$ cat src/rtl/miriscv_div.sv
// Sequential radix-2 non-restoring divider for RV32M DIV/DIVU/REM/REMU.
// Shares the start/stall/kill/keep handshake of miriscv_mul; the MDU picks quotient or remainder.
module miriscv_div #(
  parameter DIV_IMPLEMENTATION = "GENERIC"
) (
  input  logic        clk_i,
  input  logic        arst_i,
  input  logic        div_start_i,
  input  logic [31:0] port_a_i,
  input  logic [31:0] port_b_i,
  input  logic [2:0]  mdu_op_i,
  input  logic        zero_i,
  input  logic        kill_i,
  input  logic        keep_i,
  output logic [31:0] div_result_o,
  output logic [31:0] rem_result_o,
  output logic        div_stall_req_o
);

  localparam int unsigned XLEN = 32;

  localparam logic [2:0] MDU_DIV  = 3'd4;
  localparam logic [2:0] MDU_DIVU = 3'd5;
  localparam logic [2:0] MDU_REM  = 3'd6;
  localparam logic [2:0] MDU_REMU = 3'd7;

  localparam logic [2:0] IDLE        = 3'd0;
  localparam logic [2:0] FIRST       = 3'd1;
  localparam logic [2:0] COMP        = 3'd2;
  localparam logic [2:0] LAST        = 3'd3;
  localparam logic [2:0] SIGN_CHANGE = 3'd4;
  localparam logic [2:0] FINISH      = 3'd5;

  if (DIV_IMPLEMENTATION != "GENERIC") begin : g_bad_impl
    $error("miriscv_div: unsupported DIV_IMPLEMENTATION");
  end

  logic [2:0]      state_q, state_d;
  logic [XLEN-1:0] quot_q, quot_d;
  logic [XLEN:0]   prem_q, prem_d;   // signed partial remainder, one guard bit
  logic [XLEN-1:0] a_q, a_d;         // dividend magnitude, shifted out MSB first
  logic [XLEN-1:0] b_q, b_d;
  logic            sign_quot_q, sign_quot_d;
  logic            sign_rem_q, sign_rem_d;
  logic [4:0]      iter_q, iter_d;

  logic            op_signed;
  logic [XLEN:0]   prem_shift;
  logic [XLEN:0]   prem_step;

  // MDU_DIVU, MDU_REMU and any unknown code take the unsigned path.
  assign op_signed = (mdu_op_i == MDU_DIV) || (mdu_op_i == MDU_REM);

  // Modular 33-bit arithmetic is exact here: every step result lies in [-B, B).
  assign prem_shift = {prem_q[XLEN-1:0], a_q[XLEN-1]};
  assign prem_step  = prem_q[XLEN] ? prem_shift + {1'b0, b_q} : prem_shift - {1'b0, b_q};

  always_comb begin
    state_d     = state_q;
    quot_d      = quot_q;
    prem_d      = prem_q;
    a_d         = a_q;
    b_d         = b_q;
    sign_quot_d = sign_quot_q;
    sign_rem_d  = sign_rem_q;
    iter_d      = iter_q;

    if (kill_i) begin
      state_d = IDLE;
    end else begin
      unique case (state_q)
        IDLE: begin
          if (div_start_i) begin
            state_d     = FIRST;
            a_d         = (op_signed && port_a_i[XLEN-1]) ? -port_a_i : port_a_i;
            b_d         = (op_signed && port_b_i[XLEN-1]) ? -port_b_i : port_b_i;
            sign_quot_d = op_signed && (port_a_i[XLEN-1] ^ port_b_i[XLEN-1]);
            sign_rem_d  = op_signed && port_a_i[XLEN-1];
          end
        end
        FIRST: begin
          if (zero_i) begin
            state_d = FINISH;
            quot_d  = '1;
            prem_d  = {1'b0, port_a_i};
          end else begin
            state_d = COMP;
            iter_d  = 5'd31;
            quot_d  = '0;
            prem_d  = {{XLEN{1'b0}}, a_q[XLEN-1]} - {1'b0, b_q};
            a_d     = a_q << 1;
          end
        end
        COMP: begin
          quot_d[iter_q] = ~prem_q[XLEN];
          prem_d         = prem_step;
          a_d            = a_q << 1;
          iter_d         = iter_q - 5'd1;
          if (iter_q == 5'd1) begin
            state_d = LAST;
          end
        end
        LAST: begin
          quot_d[0] = ~prem_q[XLEN];
          if (prem_q[XLEN]) begin
            prem_d = prem_q + {1'b0, b_q};
          end
          state_d = (sign_quot_q || sign_rem_q) ? SIGN_CHANGE : FINISH;
        end
        SIGN_CHANGE: begin
          if (sign_quot_q) begin
            quot_d = -quot_q;
          end
          if (sign_rem_q) begin
            prem_d = {1'b0, -prem_q[XLEN-1:0]};
          end
          state_d = FINISH;
        end
        FINISH: begin
          if (!keep_i) begin
            state_d = IDLE;
          end
        end
        default: state_d = IDLE;
      endcase
    end
  end

  always_ff @(posedge clk_i or posedge arst_i) begin
    if (arst_i) begin
      state_q     <= IDLE;
      quot_q      <= '0;
      prem_q      <= '0;
      a_q         <= '0;
      b_q         <= '0;
      sign_quot_q <= 1'b0;
      sign_rem_q  <= 1'b0;
      iter_q      <= '0;
    end else begin
      state_q     <= state_d;
      quot_q      <= quot_d;
      prem_q      <= prem_d;
      a_q         <= a_d;
      b_q         <= b_d;
      sign_quot_q <= sign_quot_d;
      sign_rem_q  <= sign_rem_d;
      iter_q      <= iter_d;
    end
  end

  assign div_result_o    = quot_q;
  assign rem_result_o    = prem_q[XLEN-1:0];
  assign div_stall_req_o = div_start_i && (state_q != FINISH);

endmodule

$ cat config.mk
export PLATFORM = sky130hd
export DESIGN_NAME = miriscv_div
export DESIGN_NICKNAME = d
export VERILOG_FILES = /design/src/rtl/miriscv_div.sv
export SDC_FILE = /design/constraint.sdc
export NUM_CORES = 1
export LEC_CHECK = 0
export ABC_AREA = 1
export BUFFER_PORTS_ARGS = -buffer_cell sky130_fd_sc_hd__buf_2
export CORE_MARGIN = 8
export CORE_UTILIZATION = 58
export CTS_BUF_LIST = sky130_fd_sc_hd__clkbuf_4
export DETAILED_ROUTE_END_ITERATION = 8
export PLACE_DENSITY = 0.81
export SLEW_MARGIN = 20
export SYNTH_ARGS = -nofsm -noshare
export SYNTH_HDL_FRONTEND = slang
export SYNTH_SLANG_ARGS = --single-unit
$ cat constraint.sdc
create_clock -name clk_i -period 4.6 [get_ports clk_i]
set_clock_uncertainty 0.05 [all_clocks]
set_input_delay 0.69 -clock clk_i [delete_from_list [all_inputs] [get_ports clk_i]]
set_output_delay 0.69 -clock clk_i [all_outputs]
set_load 0.005 [all_outputs]
==> run summary <==
The flow ran to the end, and the final reports show no timing, DRC or antenna violations. After synthesis, the share of flip-flops with an asynchronous set or reset is 100%. The row count is 63. The tool flagged a number of max-cap violations equal to 0. The share of total power consumed by net switching came out at a little over three fifths. The library cell used most frequently in the layout, excluding fill and tap cells, is nand2_1. The sum of negative setup slack came out at 0 ns. The average wire per standard cell came out at approximately 19 µm.

The average footprint of a synthesized cell came out at 5.67 µm². The worst setup path startpoint is b_q[1]$_DFFE_PP0P_. The number of buffer cells added on primary ports is 136. Synthesis instantiated 53 different standard cells from the library. In this run, the number of DRC markers left after iteration 0 of detailed routing was 2,750.

STA puts the critical path data required time at 5.08 ns. TritonCTS built the clock tree. The post-synthesis cell count is roughly 3,000. The final critical delay including setup and external delays came out at 4.11 ns.

The mapped cell area is ~17,000 µm². The die outline width came out at around 190 µm. Summing internal, switching and leakage power gives between 0.015 and 0.02 W. The overall via count from detail_route is 20,900. Summed over all instances, the cell type with the most area after synthesis is dfrtp_1.

Following the worst setup path forward leads to its endpoint at prem_q[14]$_DFFE_PP0P_. The clock-pin slew of the registers on the worst-case setup and hold paths is ~0.16 ns. The number of nets in the synthesized netlist is 3,213. The depth of the worst register-to-register path came out at 19.

The floorplan step defined a die boundary enclosing between 30,000 and 40,000 µm². The switching power total is 0.00994 W. For this run, the top clock speed supported by timing is approximately 240 MHz.

The share of synthesized area in the top cell type comes to 20.1%. Wires add up to roughly 69,000 µm. The delay of the slowest cell on the worst path came out at 0.50 ns. The post-route netlist has 7.36% of its cells at a drive strength greater than 1.

For flop-to-flop paths, the worst setup slack is slightly below 0.5 ns. The launch point of the worst reg-to-reg path is b_q[1]$_DFFE_PP0P_. The number of sinks driven by the clock tree is 139.

The hold slack came out at 0.138 ns. The worst setup path is launched from a flip-flop. The number of slew-limit violations in the final report is 0. The via count of the first global-routing pass is 19,300. Entering global routing, the biggest net connects 84 pins. Setup violations remaining at the end of the flow were counted as 0.

The leftover overflow at the end of global routing came out at 0. Global routing used about 38% of the available tracks across all layers. Of the synthesized area, sequential elements account for 20.1%. The initial utilization of the core area, before any placement, comes to 58.7%. In this run the vertical extent of the chip is 189 µm. Routability-driven placement finished with a final weighted congestion of 1.09. The leakage power total is slightly below 10 nW. The post-route antenna net violation count came out at 0. The iteration count of the initial detailed-routing pass came out at 9. The highest ir drop seen on vdd is 0.365 mV. The clock reaches the later pin of the worst-skew pair after 0.66 ns. By startpoint and endpoint, the worst setup path is classified as reg -> reg.

The number of flops mapped to enable cells by yosys came out at 0. Across all setup checks in the final design, the least slack found is 0.492 ns. The cell type of the slowest stage on the worst timing path is dfrtp_1.

The first-pass GRT wire length came out at 105,000 µm. The power density over the cells came out at approximately 860 nW/µm². The worst setup path is captured at a flip-flop. The clock passes through at most 2 buffers.

In this run, the combinational gates consume 76.2% of the power. The synthesis-to-finish area growth is 6.18%. The clock network accounts for 5.7% of the total power. Counting flops and latches in the post-synthesis netlist gives around 140. The initial antenna violation count was 1.

Setup repair after global routing left no endpoint under its margin. The layout net count came out at 3,289. Using the TritonRoute via totals, the vias-per-cell ratio works out to 5.91. The measured slew at the worst slew-check pin came out at 1.05 ns.

After clock tree synthesis, the flow added hold-fix buffers numbering 0. The count of buffers added by post-CTS timing repair for setup is 0. Sorting the synthesized cells by area gives the leading types as dfrtp_1 20%, nand2_1 19%, inv_1 10%. The internal power contribution is 0.00586 W. The number of failing hold endpoints at the final stage is 0. The worst-path maximum fanout came out at 5. For this run, the leading register cell type out of synthesis is dfrtp_1. The buffer type at the clock tree root is clkbuf_4. The area inside the core boundary came out at approximately 30,000 µm². The half-perimeter wire length after placement came out at roughly 55,000 µm. The maximum level of the CTS H-tree is 4. After clock tree synthesis, the repair step resized 0 gates. The top-level port count is about 140. The sequential share of power came out at between 10% and 20%.

The post-route clock period utilization came out at roughly nine tenths. The data arrival time of the critical path is 4.59 ns. The number of warnings printed during yosys synthesis came out at 0. The signal on the critical path passes through inv_1 -> ha_1 -> nand2_1 -> nor2_1 -> inv_1 -> o21ai_0 -> xor2_1 -> ha_1 -> nand2_1 -> inv_1 -> nand2_1 -> inv_1 -> a21oi_1 -> nand2_1 -> o21ai_0 -> buf_4 -> nand3_1 -> nor2_1 -> nor2_1. In the routed design, unresolved DRC markers number 0. The library cells used most frequently in the layout, excluding fill and tap cells, are 879 x nand2_1, 484 x inv_1, 431 x nor2_1.

The number of clock buffers added by TritonCTS is 17. The endpoint identified for the worst register-to-register timing path is prem_q[14]$_DFFE_PP0P_. In this run the worst hold path is classified as in -> async.

The remaining max-slew budget at the tightest pin came out at 29.4%. The worst setup slack after placement is 0.638 ns.
-- Yosys cell counts, drive strengths merged, types with 10 or more instances --
cell type,count
buf,54
ha,76
o21ai,189
nand3b,15
nor2,437
or2,13
inv,496
nand3,287
a32oi,13
xnor2,12
o211ai,21
xor2,78
nand4,47
a21oi,146
dfrtp,139
nor3,33
a31oi,10
clkbuf,41
nand2,885
a22oi,13
-- per-layer routing --
metal  vias to the layer above  GRT usage [%]  part of all wire, %
met3                       205           8.59                   12
met4                         0           17.8                  5.0
met1                      9530           49.3                   40
met2                      1291           57.6                   43
li1                       9916              -                    -
met5                         -              0                    0
-- critical path, delay by kind of cell (launching register included) --
kind	cells	cell delay (ns)
compound gates	3	0.82
fa+ha+maj	2	0.57
flops	1	0.50
buf+inv	5	0.55
simple gates	8	1.01
xor+xnor	1	0.46
-- worst min path at each step --
stage / startpoint / slack [ns] / depth (start not counted) / end
after floorplan: a_q[19]$_DFFE_PP0P_ / 0.39 / 2 / a_q[19]$_DFFE_PP0P_
after global placement: a_q[29]$_DFFE_PP0P_ / 0.41 / 2 / a_q[29]$_DFFE_PP0P_
after detailed placement: a_q[19]$_DFFE_PP0P_ / 0.41 / 2 / a_q[19]$_DFFE_PP0P_
after CTS: arst_i / 0.15 / 2 / a_q[30]$_DFFE_PP0P_
after global routing: arst_i / 0.19 / 2 / iter_q[4]$_DFFE_PP0P_
final: arst_i / 0.14 / 2 / a_q[30]$_DFFE_PP0P_
-- stage by stage --
| step | utilization (%) | instance area [µm²] | instances |
|---|---|---|---|
| after floorplan | - | 17300 | 3062 |
| after global placement | 61.3 | 18100 | 3509 |
| after detailed placement | 61.3 | 18100 | 3509 |
| after CTS | 62.3 | 18400 | 3541 |
| after global routing | 62.3 | 18400 | 3542 |
| final | 62.3 | 18400 | 3542 |
-- registers in the layout, indices dropped and copies added (netlist names) --
register,count
prem_q,33
a_q,32
b_q,32
div_result_o,32
iter_q,5
state_q,3
sign_quot_q,1
sign_rem_q,1
-- power by group through the flow --
stage / Sequential, W / Clock [W] / Combinational (W)
floorplan: 0.00237 / 0 / 0.00852
global placement: 0.00277 / 0 / 0.0114
detailed placement: 0.00280 / 0 / 0.0116
CTS: 0.00277 / 0.000889 / 0.0117
global route: 0.00289 / 0.000929 / 0.0133
finish: 0.00286 / 0.000897 / 0.0121
-- final cells by class --
| class | instances | area [µm²] |
|---|---|---|
| antenna | 1 | 2.50 |
| clock inverter | 13 | 143 |
| clock buffer | 19 | 143 |
| tap | 390 | 488 |
| inverter | 499 | 1880 |
| multi-input combinational | 2329 | 11500 |
| timing repair buffer | 152 | 801 |
| fill | 2949 | 11100 |
| sequential | 139 | 3480 |
-- logic make-up after synthesis --
group                      Yosys count  synth area share, %
adders and majority gates           78                 5.71
AOI/OAI and AO/OA                  430                 14.2
buffers and inverters              594                 13.8
xor gates and xnor gates            90                 4.54
and+or+nand+nor                   1731                 41.7
DFF                                139                 20.1
Note: power is estimated with default switching activity, not from simulation.
